`config.mk`:
```
export PLATFORM = sky130hd
export DESIGN_NAME = dadda_mult_pipe
export DESIGN_NICKNAME = d
export VERILOG_FILES = /design/src/rtl/dadda_mult_pipe.sv
export SDC_FILE = /design/constraint.sdc
export NUM_CORES = 1
export LEC_CHECK = 0
export CAP_MARGIN = 20
export CORE_MARGIN = 8
export CORE_UTILIZATION = 25
export DETAILED_ROUTE_END_ITERATION = 16
export HOLD_SLACK_MARGIN = 0.08
export PLACE_DENSITY_LB_ADDON = 0.25
export SYNTH_ARGS = -nofsm -noshare
export SYNTH_HDL_FRONTEND = slang
export SYNTH_SLANG_ARGS = --single-unit
```
`constraint.sdc`:
```
create_clock -name clk -period 2 [get_ports clk]
set_input_delay 0.4 -clock clk [delete_from_list [all_inputs] [get_ports clk]]
set_output_delay 0.4 -clock clk [all_outputs]
set_load 0.1 [all_outputs]
```
`src/rtl/dadda_mult_pipe.sv`:
```
// Pipelined unsigned WIDTH x WIDTH Dadda multiplier with per-transaction exact/approximate mode,
// valid/ready handshake on both sides, overflow flag and saturating overflow-event counter.
module dadda_mult_pipe #(
  parameter int WIDTH       = 8,
  parameter int STAGES      = 2,
  parameter int APPROX_COLS = 4,
  parameter int CNT_W       = 16
) (
  input  logic               clk,
  input  logic               rst_n,
  input  logic               in_valid,
  output logic               in_ready,
  input  logic [WIDTH-1:0]   in1,
  input  logic [WIDTH-1:0]   in2,
  input  logic               mode,
  output logic               out_valid,
  input  logic               out_ready,
  output logic [WIDTH-1:0]   out,
  output logic [WIDTH-1:0]   out_hi,
  output logic               overflow,
  output logic               mode_out,
  input  logic               clr_count,
  output logic [CNT_W-1:0]   ovf_count
);

  localparam int P = 2 * WIDTH;

  logic             adv_s;
  logic [2*P-1:0]   last_cs_s;
  logic             last_md_s;
  logic             last_vld_s;
  logic [P-1:0]     prod_s;
  logic             out_valid_r;
  logic [WIDTH-1:0] out_r;
  logic [WIDTH-1:0] out_hi_r;
  logic             overflow_r;
  logic             mode_out_r;
  logic [CNT_W-1:0] ovf_count_r;

  // Dadda reduction of the partial-product rows down to {carry, sum}. Approximate mode masks the
  // low columns out of the exact sum and ORs them into the sum row; those columns never carry.
  function automatic logic [2*P-1:0] dadda_cs(input logic [WIDTH-1:0] a,
                                              input logic [WIDTH-1:0] b,
                                              input logic             approx);
    logic [P-1:0] rows [WIDTH];
    logic [P-1:0] nxt  [WIDTH];
    logic [P-1:0] mask;
    logic [P-1:0] low;
    int n, d, k, m;
    mask = approx ? ({P{1'b1}} << APPROX_COLS) : {P{1'b1}};
    low  = '0;
    for (int j = 0; j < WIDTH; j++) begin
      rows[j] = ({{WIDTH{1'b0}}, a & {WIDTH{b[j]}}} << j) & mask;
    end
    for (int i = 0; i < WIDTH; i++) begin
      for (int j = 0; j < WIDTH; j++) begin
        if (approx && (i + j < APPROX_COLS)) begin
          low[i+j] = low[i+j] | (a[i] & b[j]);
        end
      end
    end
    n = WIDTH;
    for (int layer = 0; layer < WIDTH; layer++) begin
      if (n > 2) begin
        // Target height is the largest Dadda number (2,3,4,6,9,13,...) below the current height.
        d = 2;
        for (int t = 0; t < 12; t++) begin
          if ((d * 3) / 2 < n) d = (d * 3) / 2;
        end
        k = n - d;
        m = 0;
        for (int i = 0; i < WIDTH; i++) nxt[i] = '0;
        for (int c = 0; c < WIDTH; c++) begin
          if (c < k) begin
            nxt[m]   = rows[3*c] ^ rows[3*c+1] ^ rows[3*c+2];
            nxt[m+1] = ((rows[3*c] & rows[3*c+1]) | (rows[3*c] & rows[3*c+2]) |
                        (rows[3*c+1] & rows[3*c+2])) << 1;
            m = m + 2;
          end
        end
        for (int i = 0; i < WIDTH; i++) begin
          if ((i >= 3 * k) && (i < n)) begin
            nxt[m] = rows[i];
            m = m + 1;
          end
        end
        rows = nxt;
        n = d;
      end
    end
    return {rows[1], rows[0] | low};
  endfunction

  assign adv_s    = !out_valid_r || out_ready;
  assign in_ready = adv_s;

  generate
    if (STAGES == 1) begin : g_comb
      // Single stage: reduction and final adder both feed the output register.
      always_comb begin
        last_cs_s  = dadda_cs(in1, in2, mode);
        last_md_s  = mode;
        last_vld_s = in_valid;
      end
    end else begin : g_pipe
      logic [2*P-1:0]  cs_r [STAGES-1];
      logic [STAGES-2:0] md_r;
      logic [STAGES-2:0] vld_r;

      // Reduction result registered at the first cut, then carried in carry-save form.
      always_ff @(posedge clk or negedge rst_n) begin
        if (!rst_n) begin
          for (int s = 0; s < STAGES - 1; s++) cs_r[s] <= '0;
          md_r  <= '0;
          vld_r <= '0;
        end else if (adv_s) begin
          cs_r[0]  <= dadda_cs(in1, in2, mode);
          md_r[0]  <= mode;
          vld_r[0] <= in_valid;
          for (int s = 1; s < STAGES - 1; s++) begin
            cs_r[s]  <= cs_r[s-1];
            md_r[s]  <= md_r[s-1];
            vld_r[s] <= vld_r[s-1];
          end
        end
      end

      assign last_cs_s  = cs_r[STAGES-2];
      assign last_md_s  = md_r[STAGES-2];
      assign last_vld_s = vld_r[STAGES-2];
    end
  endgenerate

  assign prod_s = last_cs_s[2*P-1:P] + last_cs_s[P-1:0];

  // Output register: loads only on a valid slot so results persist through bubbles.
  always_ff @(posedge clk or negedge rst_n) begin
    if (!rst_n) begin
      out_valid_r <= 1'b0;
      out_r       <= '0;
      out_hi_r    <= '0;
      overflow_r  <= 1'b0;
      mode_out_r  <= 1'b0;
    end else if (adv_s) begin
      out_valid_r <= last_vld_s;
      if (last_vld_s) begin
        out_r      <= prod_s[WIDTH-1:0];
        out_hi_r   <= prod_s[P-1:WIDTH];
        overflow_r <= |prod_s[P-1:WIDTH];
        mode_out_r <= last_md_s;
      end
    end
  end

  // Saturating count of delivered overflow results; clear wins over increment.
  always_ff @(posedge clk or negedge rst_n) begin
    if (!rst_n) begin
      ovf_count_r <= '0;
    end else if (clr_count) begin
      ovf_count_r <= '0;
    end else if (out_valid_r && out_ready && overflow_r && (ovf_count_r != {CNT_W{1'b1}})) begin
      ovf_count_r <= ovf_count_r + {{(CNT_W-1){1'b0}}, 1'b1};
    end
  end

  assign out_valid = out_valid_r;
  assign out       = out_r;
  assign out_hi    = out_hi_r;
  assign overflow  = overflow_r;
  assign mode_out  = mode_out_r;
  assign ovf_count = ovf_count_r;

endmodule

```
==> qor.csv <==
stage,metric,value,unit
run_status,outcome,finished with violations,
run_status,violations,setup timing,
detailed_routing,dr.pass1.iters,4,
setup_path,path_class,input pin to register,
sta,maxSlewHeadroom,75.3,%
setup_path,reg2reg_from,g_pipe.cs_r[5],
clocking,clockBufferDepth,2,
sta,timing.setup.tns,-6.04,ns
setup_path,worstPathMaxFanout,6,
detailed_routing,antenna_left,0,
final_layout,syn_to_final_growth,44.9,%
setup_path,max_stage_delay,0.56,ns
power,p_leak,3.08,nW
synthesis,ys_seq_area_share,35.0,%
detailed_routing,avgViaCountPerCell,4.29,
power,irDropWorstVdd,0.756,mV
global_routing,grt_max_degree,64,
sta,min_period,2.45,ns
synthesis,yosys.area.top_type_share,35.0,%
synthesis,synthTopCellsByCount,"nand2_1 (129), dfrtp_1 (63), fa_1 (39), inv_1 (37), ha_1 (26)",
detailed_routing,drtIter0Drc,126,
global_routing,antenna_found_initial,0,
floorplan,io_pins,58,
sta,rsz0062_at_grt,yes,
synthesis,synth_compound_area_share,6.62,%
sta,whs,0.0749,ns
synthesis,syn_nets,557,
setup_path,worst_setup_path_end_kind,register,
setup_path,cp-endpoint,g_pipe.cs_r[8],
global_routing,grt_pass1_vias,3752,
detailed_routing,drc,0,
sta,fin_skew,0.00829,ns
final_layout,num_antenna_cells,0,
global_routing,overflow,0,
setup_path,path_delay_family,adder cells,
synthesis,synth_seq_cells,63,
synthesis,synth_edf_count,0,
setup_path,cp_slowest_cell,fa_1,
global_routing,grt_use_total,9.96,%
synthesis,synth-simple-area-share,21.3,%
synthesis,synthFlopType,dfrtp_1,
clocking,cts_num_sinks,63,
clocking,cts_tree,built,
placement,pre_cts_ws,-1.37,ns
synthesis,synth_area_leaders,"dfrtp_1 (35%), fa_1 (17%), nand2_1 (11%), ha_1 (7.2%), and2_1 (3.3%)",
placement,port_buffers,57,
synthesis,synth.most_common_cell,nand2_1,
setup_path,path_cells,buf_12 > nand2_4 > fa_1 > fa_2 > fa_1 > inv_2 > fa_2 > nand2_2 > nand2_1,
floorplan,die_height,150,um
synthesis,synth.distinct_cells,47,
placement,postPlaceCellArea,5790,um2
synthesis,yosysWarnings,0,
synthesis,synth_adder_area_share,24.6,%
final_layout,fillers,1774,
setup_path,worst_setup_path_start_kind,input pin,
final_layout,final_cell_area,6520,um2
sta,max_freq,408,MHz
sta,tightest_slew,0.370,ns
floorplan,core-area,17800,um2
setup_path,critPathBufInv,2,
placement,hpwl,8230,um
final_layout,layout.nets,669,
floorplan,die-area,22600,um2
clocking,htree_num_levels,3,
setup_path,crit_start,in2[5],
synthesis,synthMuxAreaShare,2.97,%
sta,hold_viol,0,
synthesis,synthCells,470,
sta,setup_ws,-0.451,ns
synthesis,syn_area_per_cell,9.58,um2
setup_path,arrival,2.72,ns
flow_run,maxCapViolations,0,
clocking,clk_pin_slew,0.05,ns
setup_path,ff2ff_setup_slack,-0.34,ns
setup_path,timing.rr.end,overflow,
synthesis,netlist_area,4500,um2
sta,drv_slew,0,
detailed_routing,drt_wl_total,10700,um
placement,gp_congestion,0.789,
synthesis,synth_top_family_by_area,adder cells,
setup_path,r2r_cells,8,
final_layout,drive_gt1_share,42.2,%
detailed_routing,via_count,3498,
worst_hold_path,worst_hold_path_type,input pin to asynchronous set/reset pin,
floorplan,start_util,25.2,%
setup_path,crit_cells,9,
floorplan,fp-row-count,49,
synthesis,synth_area_leader_cell,dfrtp_1,
setup_path,worstPathRequired,2.26,ns
sta,setup_viol,25,
floorplan,die_w,150,um
clocking,cts-root-buf,clkbuf_16,
synthesis,async_reset_ff_share,100,%
clocking,clk_latency,0.33,ns
global_routing,grt_pass1_wl,18400,um
detailed_routing,wire_per_inst,13.1,um
clocking,cts_buffers,9,
sta,min_period_over_period,123,%
final_layout,finish.utilization,36.6,%
power,p_per_area,1120,nW/um2
synthesis,yosys.area_share.xor_xnor,4.48,%
## layout make-up
cell class / instances / area (um2) / area share (%)
multi-input cells: 349 / 3020 / 46.4
well taps: 229 / 287 / 4.39
flip-flops and latches: 63 / 1610 / 24.6
clock inverters: 6 / 70.1 / 1.07
inverters: 37 / 139 / 2.13
repair buffers: 122 / 1160 / 17.7
clock buffers: 10 / 239 / 3.66
## cells in the final DEF (no fill, tap or decap), drive strengths merged, types with 2 or more instances in the layout
cell             n
dlygate4sd2      2
nand2b           2
a211oi           3
fa              39
nor2b            3
a21oi           10
clkdlybuf4s50    3
ha              26
nand4            5
xnor2            7
and2            24
xor2            16
nand2          129
inv             37
nor2            23
nor4             2
nand3b           2
nand3            8
clkinvlp         3
clkinv           2
nand4b           2
and3             3
mux2            11
and4             3
clkbuf          10
buf            117
o21ai           11
dfrtp           63
a31oi            2
a21o             2
a22oi            2
## routing by layer
metal / up-vias / wire length [um] / GRT usage [%]
li1: 1737 / - / -
met2: 77 / 4990 / 16.2
met4: 0 / 90 / 3.30
met5: - / 0 / 0
met3: 8 / 523 / 1.95
met1: 1676 / 5060 / 13.0
## how the worst min path moves through the flow
| stage | start | end | depth (start not counted) |
|---|---|---|---|
| after floorplan | rst_n | g_pipe.cs_r[0] | 0 |
| after global placement | rst_n | ovf_count[6] | 2 |
| after detailed placement | rst_n | ovf_count[5] | 2 |
| after CTS | rst_n | ovf_count[15] | 2 |
| after global routing | rst_n | ovf_count[5] | 2 |
| final | rst_n | ovf_count[4] | 2 |
## through the flow
step | std cells | power, mW
floorplan | 470 | 4.37
global placement | 787 | 5.52
detailed placement | 787 | 5.55
CTS | 812 | 7.29
global route | 816 | 7.81
finish | 816 | 7.31
## cell families (layout without fill, tap and decap cells)
| family | after synthesis | in the layout |
|---|---|---|
| and+or+nand+nor | 211 | 211 |
| adders and majority gates | 65 | 65 |
| DFF | 63 | 63 |
| buffers and inverters | 58 | 175 |
| AOI/OAI and AO/OA | 38 | 38 |
| xor gates and xnor gates | 23 | 23 |
| muxes | 12 | 12 |
## power breakdown
part / total (mW) / internal (mW) / switching (mW)
logic: 3.92 / 1.47 / 2.45
registers: 1.81 / 1.60 / 0.216
clock network: 1.58 / 1.00 / 0.579
total: 7.31 / 4.07 / 3.25
## timing repair
| item | in CTS | in global routing |
|---|---|---|
| buffers inserted | 9 | 9 |
| gates resized for setup | 125 | 62 |
| endpoints found under the hold margin | 0 | 0 |
| setup endpoints to repair | 29 | 27 |
| hold buffers | 0 | 0 |
| pin swaps | 52 | 34 |
## registers in the layout (all words and copies together), names as in the netlist
| register | cells |
|---|---|
| g_pipe.cs_r | 26 |
| out_valid | 1 |
| g_pipe.vld_r | 1 |
| ovf_count | 16 |
| overflow | 1 |
| mode_out | 1 |
| out_hi | 8 |
| g_pipe.md_r | 1 |
| out | 8 |
## worst register-to-register path, stage by stage, from the launching register on
cell	delay (ns)
dfrtp_1	0.38
ha_2	0.21
fa_2	0.37
a211oi_4	0.31
nor3_1	0.10
nor4_1	0.25
or4_4	0.19
nand4b_1	0.10
o41a_1	0.31
Note: power is estimated with default switching activity, not from simulation.
